File: config.mk
export PLATFORM = sky130hd
export DESIGN_NAME = fifo_burst_writer
export DESIGN_NICKNAME = d
export VERILOG_FILES = /design/src/rtl/fifo_burst_writer.sv
export SDC_FILE = /design/constraint.sdc
export NUM_CORES = 1
export LEC_CHECK = 0
export ABC_CLOCK_PERIOD_IN_PS = 2360
export BUFFER_PORTS_ARGS = -buffer_cell sky130_fd_sc_hd__buf_4
export CAP_MARGIN = 20
export CORE_MARGIN = 5
export CORE_UTILIZATION = 45
export CTS_BUF_LIST = sky130_fd_sc_hd__clkbuf_4
export DETAILED_ROUTE_END_ITERATION = 8
export PLACE_DENSITY = 0.7
export SETUP_SLACK_MARGIN = 0.15
export SYNTH_ARGS = -nofsm -noshare
export SYNTH_HDL_FRONTEND = slang
export SYNTH_SLANG_ARGS = --single-unit
File: constraint.sdc
create_clock -name wr_clk -period 2.36 [get_ports wr_clk]
set_input_delay 0.354 -clock wr_clk [delete_from_list [all_inputs] [get_ports wr_clk]]
set_output_delay 0.354 -clock wr_clk [all_outputs]
set_load 0.005 [all_outputs]
File: src/rtl/fifo_burst_writer.sv
// Write-side burst packer feeding an async FIFO write port.
// Optional idle flush of partial bursts: define FIFO_BURST_TIMEOUT_EN.
module fifo_burst_writer #(
  parameter int WIDTH     = 8,
  parameter int PTRWIDTH  = 4,
  parameter int BURST_LEN = 4,
  parameter int TIMEOUT   = 16
) (
  input  logic                wr_clk,
  input  logic                wr_rst_n,
  input  logic                s_valid,
  output logic                s_ready,
  input  logic [WIDTH-1:0]    s_data,
  input  logic                s_last,
  output logic                fifo_wr_en,
  output logic [WIDTH-1:0]    fifo_data,
  input  logic [PTRWIDTH:0]   fifo_wr_usedw,
  input  logic                fifo_full,
  output logic                burst_done,
  output logic [15:0]         bursts_sent
);

  localparam int CW = $clog2(BURST_LEN) + 1;
  localparam int IW = (BURST_LEN > 1) ? $clog2(BURST_LEN) : 1;
  localparam int FW = PTRWIDTH + 2;
  localparam logic [FW-1:0] DEPTH = FW'(2 ** PTRWIDTH);
  localparam logic [CW-1:0] BLEN  = CW'(BURST_LEN);

  typedef enum logic [2:0] {
    IDLE,
    FILL,
    WAIT_SPACE,
    DRAIN,
    GAP
  } state_t;

  state_t state;
  state_t state_nx;

  logic [WIDTH-1:0] burst_buf [BURST_LEN];
  logic [CW-1:0]    fill_cnt;
  logic [CW-1:0]    fill_nx;
  logic [CW-1:0]    rd_idx;
  logic             gap_cnt;
  logic             accept;
  logic             close_burst;
  logic             space_ok;
  logic             drain_last;
  logic             tmo_hit;
  logic [FW-1:0]    free;

  assign s_ready = (state == FILL) && (fill_cnt < BLEN);
  assign accept  = s_valid && s_ready;
  assign fill_nx = fill_cnt + CW'(1);

  // Top bit set means usedw exceeds depth: treat as no room at all.
  assign free     = DEPTH - {1'b0, fifo_wr_usedw};
  assign space_ok = !free[FW-1]
                 && (free >= FW'(fill_cnt))
                 && !fifo_full;

  assign drain_last = (state == DRAIN) && (rd_idx == fill_cnt);
  assign burst_done = drain_last;

  assign close_burst = (accept && ((fill_nx == BLEN) || s_last))
                    || tmo_hit;

`ifdef FIFO_BURST_TIMEOUT_EN
  localparam int TW = $clog2(TIMEOUT + 1);
  logic [TW-1:0] tmo_cnt;

  always_ff @(posedge wr_clk or negedge wr_rst_n) begin
    if (!wr_rst_n) begin
      tmo_cnt <= '0;
    end else if (state != FILL || accept || fill_cnt == '0) begin
      tmo_cnt <= '0;
    end else begin
      tmo_cnt <= tmo_cnt + TW'(1);
    end
  end

  assign tmo_hit = (state == FILL)
                && (fill_cnt != '0)
                && !accept
                && (tmo_cnt == TW'(TIMEOUT - 1));
`else
  assign tmo_hit = 1'b0;
`endif

  always_ff @(posedge wr_clk or negedge wr_rst_n) begin
    if (!wr_rst_n) begin
      state <= IDLE;
    end else begin
      state <= state_nx;
    end
  end

  always_comb begin
    state_nx = state;
    unique case (state)
      IDLE:       state_nx = FILL;
      FILL:       if (close_burst) state_nx = WAIT_SPACE;
      WAIT_SPACE: if (space_ok) state_nx = DRAIN;
      DRAIN:      if (drain_last) state_nx = GAP;
      GAP:        if (gap_cnt) state_nx = FILL;
      default:    state_nx = IDLE;
    endcase
  end

  always_ff @(posedge wr_clk or negedge wr_rst_n) begin
    if (!wr_rst_n) begin
      for (int i = 0; i < BURST_LEN; i++) begin
        burst_buf[i] <= '0;
      end
    end else if (accept) begin
      burst_buf[fill_cnt[IW-1:0]] <= s_data;
    end
  end

  always_ff @(posedge wr_clk or negedge wr_rst_n) begin
    if (!wr_rst_n) begin
      fill_cnt    <= '0;
      rd_idx      <= '0;
      gap_cnt     <= 1'b0;
      fifo_wr_en  <= 1'b0;
      fifo_data   <= '0;
      bursts_sent <= '0;
    end else begin
      unique case (state)
        FILL: begin
          if (accept) begin
            fill_cnt <= fill_nx;
          end
        end
        WAIT_SPACE: begin
          if (space_ok) begin
            fifo_wr_en <= 1'b1;
            fifo_data  <= burst_buf[0];
            rd_idx     <= CW'(1);
          end
        end
        DRAIN: begin
          if (drain_last) begin
            fifo_wr_en  <= 1'b0;
            gap_cnt     <= 1'b0;
            bursts_sent <= bursts_sent + 16'd1;
          end else begin
            fifo_data <= burst_buf[rd_idx[IW-1:0]];
            rd_idx    <= rd_idx + CW'(1);
          end
        end
        GAP: begin
          gap_cnt <= 1'b1;
          if (gap_cnt) begin
            fill_cnt <= '0;
          end
        end
        default: begin
          fifo_wr_en <= 1'b0;
        end
      endcase
    end
  end

endmodule

## After elaboration in Yosys (flattened, before gate mapping)

Cells that the tools add are included.

- Output and inout bits: 27
- Register bits: 67
- Bits of input ports: 18
- Word-level logic and storage cells: 80

- Add/sub/neg operators: 4
- Bitwise logic cells: 3
- Equal/unequal tests: 12
- Muxes and demuxes: 24
- Reduce and logical (&&, ||, !) cells: 21
- Magnitude comparators: 5

Operator list:

| operator | number |
|---|---|
| $mux W8 | 5 |
| $bwmux W32 | 1 |
| $mux W3 | 8 |
| $add A16 B1 Y16 const B | 1 |
| $bmux W8 S2 | 1 |
| $demux W8 S2 | 1 |
| $pmux W8 S2 | 1 |
| $pmux W3 S5 | 1 |
| $ne A2 B2 Y1 const B | 6 |
| $pmux W3 S2 | 2 |
| $reduce_and A3 Y1 | 3 |
| $logic_and A1 B1 Y1 | 7 |
| $add A3 B1 Y3 const B | 2 |
| $eq A3 B2 Y1 const B | 2 |
| $eq A3 B3 Y1 const B | 2 |
| $ge A3 B3 Y1 const B | 2 |
| $ge A6 B3 Y1 | 1 |
| $not A2 Y3 | 2 |
| $reduce_bool A2 Y1 | 3 |
| $sub A5 B5 Y6 const A | 1 |
| $reduce_and A2 Y1 | 2 |
| $reduce_and A4 Y1 | 1 |
| $eq A3 B1 Y1 const B | 1 |
| $eq A3 B3 Y1 | 1 |
| 10 further kinds | 12 |

## Logic depth before layout (Yosys ltp)

- Word-level depth: 6
- Depth in mapped cells: 9
- Depth with buffers taken out: 9

## Least setup slack after synthesis

OpenSTA, ideal clock, no wires.

- Kind: input to register
- From: in fifo_wr_usedw[0]
- To: reg fifo_data[1]
- Buffers on the path: 1
- Path slack: 0.159 ns
- Cell stages on the path: 8
- Arrival time: 2.075 ns
- Required time: 2.235 ns
- Setup time: 0.125 ns
- Cells stage by stage: inv_1 ha_1 or4_4 o31ai_4 nor2b_1 o311a_1 buf_6 mux2_4

- Longest elaborated chain between the ends: 6
- Elaborated cells on any way between the ends: 7
- Classes of those cells: 1 x add/sub; 1 x order compare; 1 x eq/ne; 4 x reduce/logical

RTL lines:

| what | line | source |
|---|---|---|
| from (decl) | 17 | `input logic [PTRWIDTH:0] fifo_wr_usedw,` |
| $sub A5 B5 Y6 (*) | 57 | `assign free = DEPTH - {1'b0, fifo_wr_usedw};` |
| $ge A6 B3 Y1 / $logic_not A1 Y1 (equally long branches) | 59, 58 |  |
| $logic_and A1 B1 Y1 (*) | 59 | `&& (free >= FW'(fill_cnt))` |
| $logic_and A1 B1 Y1 (*) | 60 | `&& !fifo_full;` |
| $ne A2 B2 Y1 (no line) (*) | - |  |
| $reduce_and A3 Y1 (no line) (*) | - |  |
| to (signal assigned) | 138 | `fifo_data <= burst_buf[0];` |
| to (signal assigned) | 148 | `fifo_data <= burst_buf[rd_idx[IW-1:0]];` |
| to (decl) | 16 | `output logic [WIDTH-1:0] fifo_data,` |

Mark *: on every way between the ends. The rest lies on a longest branch, timed or not.
A chain may end at the register's enable or synchronous reset.

## Final worst setup path

- From: reg state[0]
- To: reg burst_buf[20] (netlist name)

- Longest elaborated chain between the ends: 3

RTL lines:

| what | line | source |
|---|---|---|
| from (decl) | 37 | `state_t state;` |
| from (signal assigned) | 94 | `state <= state_nx;` |
| $eq A3 B1 Y1 | 52 | `assign s_ready = (state == FILL) && (fill_cnt < BLEN);` |
| $logic_and A1 B1 Y1 | 52 |  |
| $logic_and A1 B1 Y1 | 53 | `assign accept = s_valid && s_ready;` |
| to (signal, indexed assignment) | 116 | `burst_buf[fill_cnt[IW-1:0]] <= s_data;` |
| to (decl) | 40 | `logic [WIDTH-1:0] burst_buf [BURST_LEN];` |

No other way between the ends.

==> key figures <==
STA
  • Final Hold Slack: 0.0503 ns
  • Final Setup Violations: 0
  • Slew @ Worst Pin: 0.825 ns
  • Fmax: around 470 MHz
  • Final min period: around 2.1 ns
  • Tcrit/Tclk final: between 80% and 90%
  • RSZ-0062 raised after global routing: no
  • Slew margin rel.: 45.0%
  • Max Slew Vio Count: 0
  • Final worst slack: approximately 0.25 ns
  • Final number of hold-violating endpoints: 0
  • Clk_skew: 0.00691 ns

Placed design
  • Final HPWL DP: around 5 mm
  • RePlAce Congestion: between 0.8 and 0.9
  • DP Area: between 0.003 and 0.004 mm2
  • Number of port buffers: 44
  • Worst slack at placement: -0.0901 ns
  • Placed Cells: between 400 and 500

Synth
  • Most frequent cell after synthesis: dfrtp_1
  • Avg Cell Area, Syn: 11.6 um2
  • Synth Register Bits: between 60 and 70
  • Synth Instances: 289
  • Area share of the largest cell type after synthesis: ~50%
  • Area leader, netlist: dfrtp_1
  • Post-synth EDFFs: 0
  • Ys async rst share: 100%
  • Synth cell count leaders: 67 x dfrtp_1, 41 x mux2_2, 23 x nand2_1, 16 x and3_1
  • Yosys warning count: 0
  • Predominant post-synthesis flop cell: dfrtp_1
  • Post-synthesis cell area: around 0.0033 mm2
  • Syn nets: about 320
  • Distinct cells, synth: 42
  • Largest cells by area after synthesis: dfrtp_1 50%, mux2_2 14%, ha_1 4.1%
  • Seq/Total Area, Yosys: between 50% and 60%

Power
  • Cell internal pwr: between 2000 and 3000 uW
  • Logic gate share of total power: a little under half
  • Flop pwr share: 41.8%
  • Sw frac: 35.3%
  • P per Cell Area: about 1100 mW/mm2
  • Part of the power in the clock network: 12.8%
  • Peak VDD IR: approximately 500 uV
  • Leak: just under 0.002 uW
  • Switching power: around 1600 uW

Cells and area
  • Share of post-route cells with drive strength above 1: a little over a third
  • N_diodes: 0
  • Fin area: roughly 0.004 mm2
  • Synth-to-layout area growth: 18.9%
  • Final nets: 379
  • Non-filler cells in the finished layout: around 450

Die
  • Chip width: between 90 and 100 um
  • Initial Util: between 40% and 50%
  • Die ar.: about 0.0093 mm2
  • # rows: 31
  • CORE AREA: 0.00725 mm2
  • I/O pin count: 45
  • Die H: roughly 96 um

Clocking
  • Worst skew pair latency: approximately 0.4 ns
  • CTS Buf Count: 9
  • Clock-pin slew on the worst setup and hold paths: approximately 0.1 ns
  • H-tree depth: 3
  • Cts hold-fix bufs: 0
  • TritonCTS clock tree: built
  • Clk buf depth: 2
  • Sink Count: 67
  • Root Driver: clkbuf_4

Drt
  • Total Wirelength: roughly 7.1 mm
  • Final ANT Viol Nets: 0
  • DRC: 0
  • Post-DR vias/cell: approximately 5.2
  • Via count: between 2,000 and 2,500
  • Initial drt markers: 65
  • WL/cell: approximately 16 um
  • Initial DRT Pass Iterations: 4

Flow run
  • Max Cap Violations: 0

Setup path
  • Critical Path Fanout Max: 9
  • Startpoint types: flop
  • Worst path required time: ~2.6 ns
  • Worst Path Arrival: about 2.4 ns
  • Crit path capture type: flop
  • Critical path class: reg -> reg

Global routing
  • Largest net degree at the start of global routing: around 70
  • First-pass GRT wire length: ~12 mm
  • Vias in the first global route: about 2,500
  • Initial antenna violation count: 0
  • GRT overflow: 0
  • Global-route usage over all layers: 16.7%

Status
  • Outcome: complete, no violations

Hold path
  • HP Class: in -> async
[state kept, by name, summed over array words and instances (netlist names)]
signal       flops
fill_cnt         3
burst_buf       32
rd_idx           3
gap_cnt          1
fifo_wr_en       1
state            3
bursts_sent     16
fifo_data        8
[cells by family after synthesis]
family                   share of synthesized area (%)
AO/OA/AOI/OAI                                     8.74
XOR/XNOR                                          4.97
adder cells (fa/ha/maj)                           4.11
buffers and inverters                             3.06
flip-flops                                        50.1
multiplexers                                      17.5
AND/OR/NAND/NOR                                   11.5
[power groups by stage]
stage               combinational [uW]  sequential (uW)  clock (uW)
CTS                               2000             1860         599
floorplan                         1380             1820           0
finish                            2010             1860         568
global route                      2220             1910         637
global placement                  1930             1850           0
detailed placement                2000             1870           0
[layer usage]
| layer | vias to the layer above | share of wire, % | wire (um) | GRT usage [%] |
|---|---|---|---|---|
| li1 | 1150 | - | - | - |
| met1 | 1145 | 45 | 3230 | 20.4 |
| met2 | 63 | 48 | 3440 | 28.1 |
| met3 | 9 | 4.8 | 339 | 5.00 |
| met4 | 0 | 1.8 | 129 | 5.69 |
| met5 | - | 0 | 0 | 0 |
[critical path, stage by stage (launching register included)]
cell and delay (ns):
dfrtp_1 0.36, buf_4 0.16, inv_1 0.09, nor4_1 0.36
and2_1 0.28, nand2_1 0.35, mux2_2 0.39
[path summary, 6_finish.rpt]
check	depth (start not counted)	end	slack, ns	from
worst max-delay path	6	burst_buf[20]	0.25	state[0]
worst min-delay path	1	fifo_wr_en	0.05	wr_rst_n
worst max register to register	6	burst_buf[20]	0.25	state[0]
worst min register to register	1	bursts_sent[15]	0.49	bursts_sent[15]
max in group asynchronous	1	fill_cnt[1]	1.73	wr_rst_n
min in group wr_clk	2	burst_buf[0]	0.21	s_data[0]
[what timing repair did]
item | CTS | global route
setup buffers | 0 | 1
endpoints found under the setup margin | 0 | 8
hold endpoints to repair | 0 | 0
gates resized for setup | 0 | 4
[cell usage in the layout (no fill, tap or decap), types with 3 or more instances in the layout]
cell and count:
mux2_4 7, and3_1 16, inv_1 11, a21oi_1 13, nor2b_1 3, o21ai_0 14, dfrtp_1 66, nor2_1 8
xnor2_1 9, a22oi_1 8, mux2_2 41, ha_1 11, nand3_1 7, nand2_1 22, xor2_1 10, clkbuf_4 9
buf_4 59, nand3b_1 3
[area by class of cell]
type                            instances  area [um2]
Clock buffer                            9        67.6
Clock inverter                          4        21.3
Fill cell                             643        3270
Inverter                               13        48.8
Multi-Input combinational cell        199        1580
Sequential cell                        67        1680
Tap cell                               99         124
Timing Repair Buffer                   60         463
[stage by stage]
step                power [uW]  util, %  setup TNS (ns)
detailed placement        3870     53.4          -0.556
CTS                       4450     54.6               0
global route              4770     54.9               0
floorplan                 3200        -               0
finish                    4440     54.9               0
global placement          3780     53.4         -0.0923
Note: power is estimated with default switching activity, not from simulation.
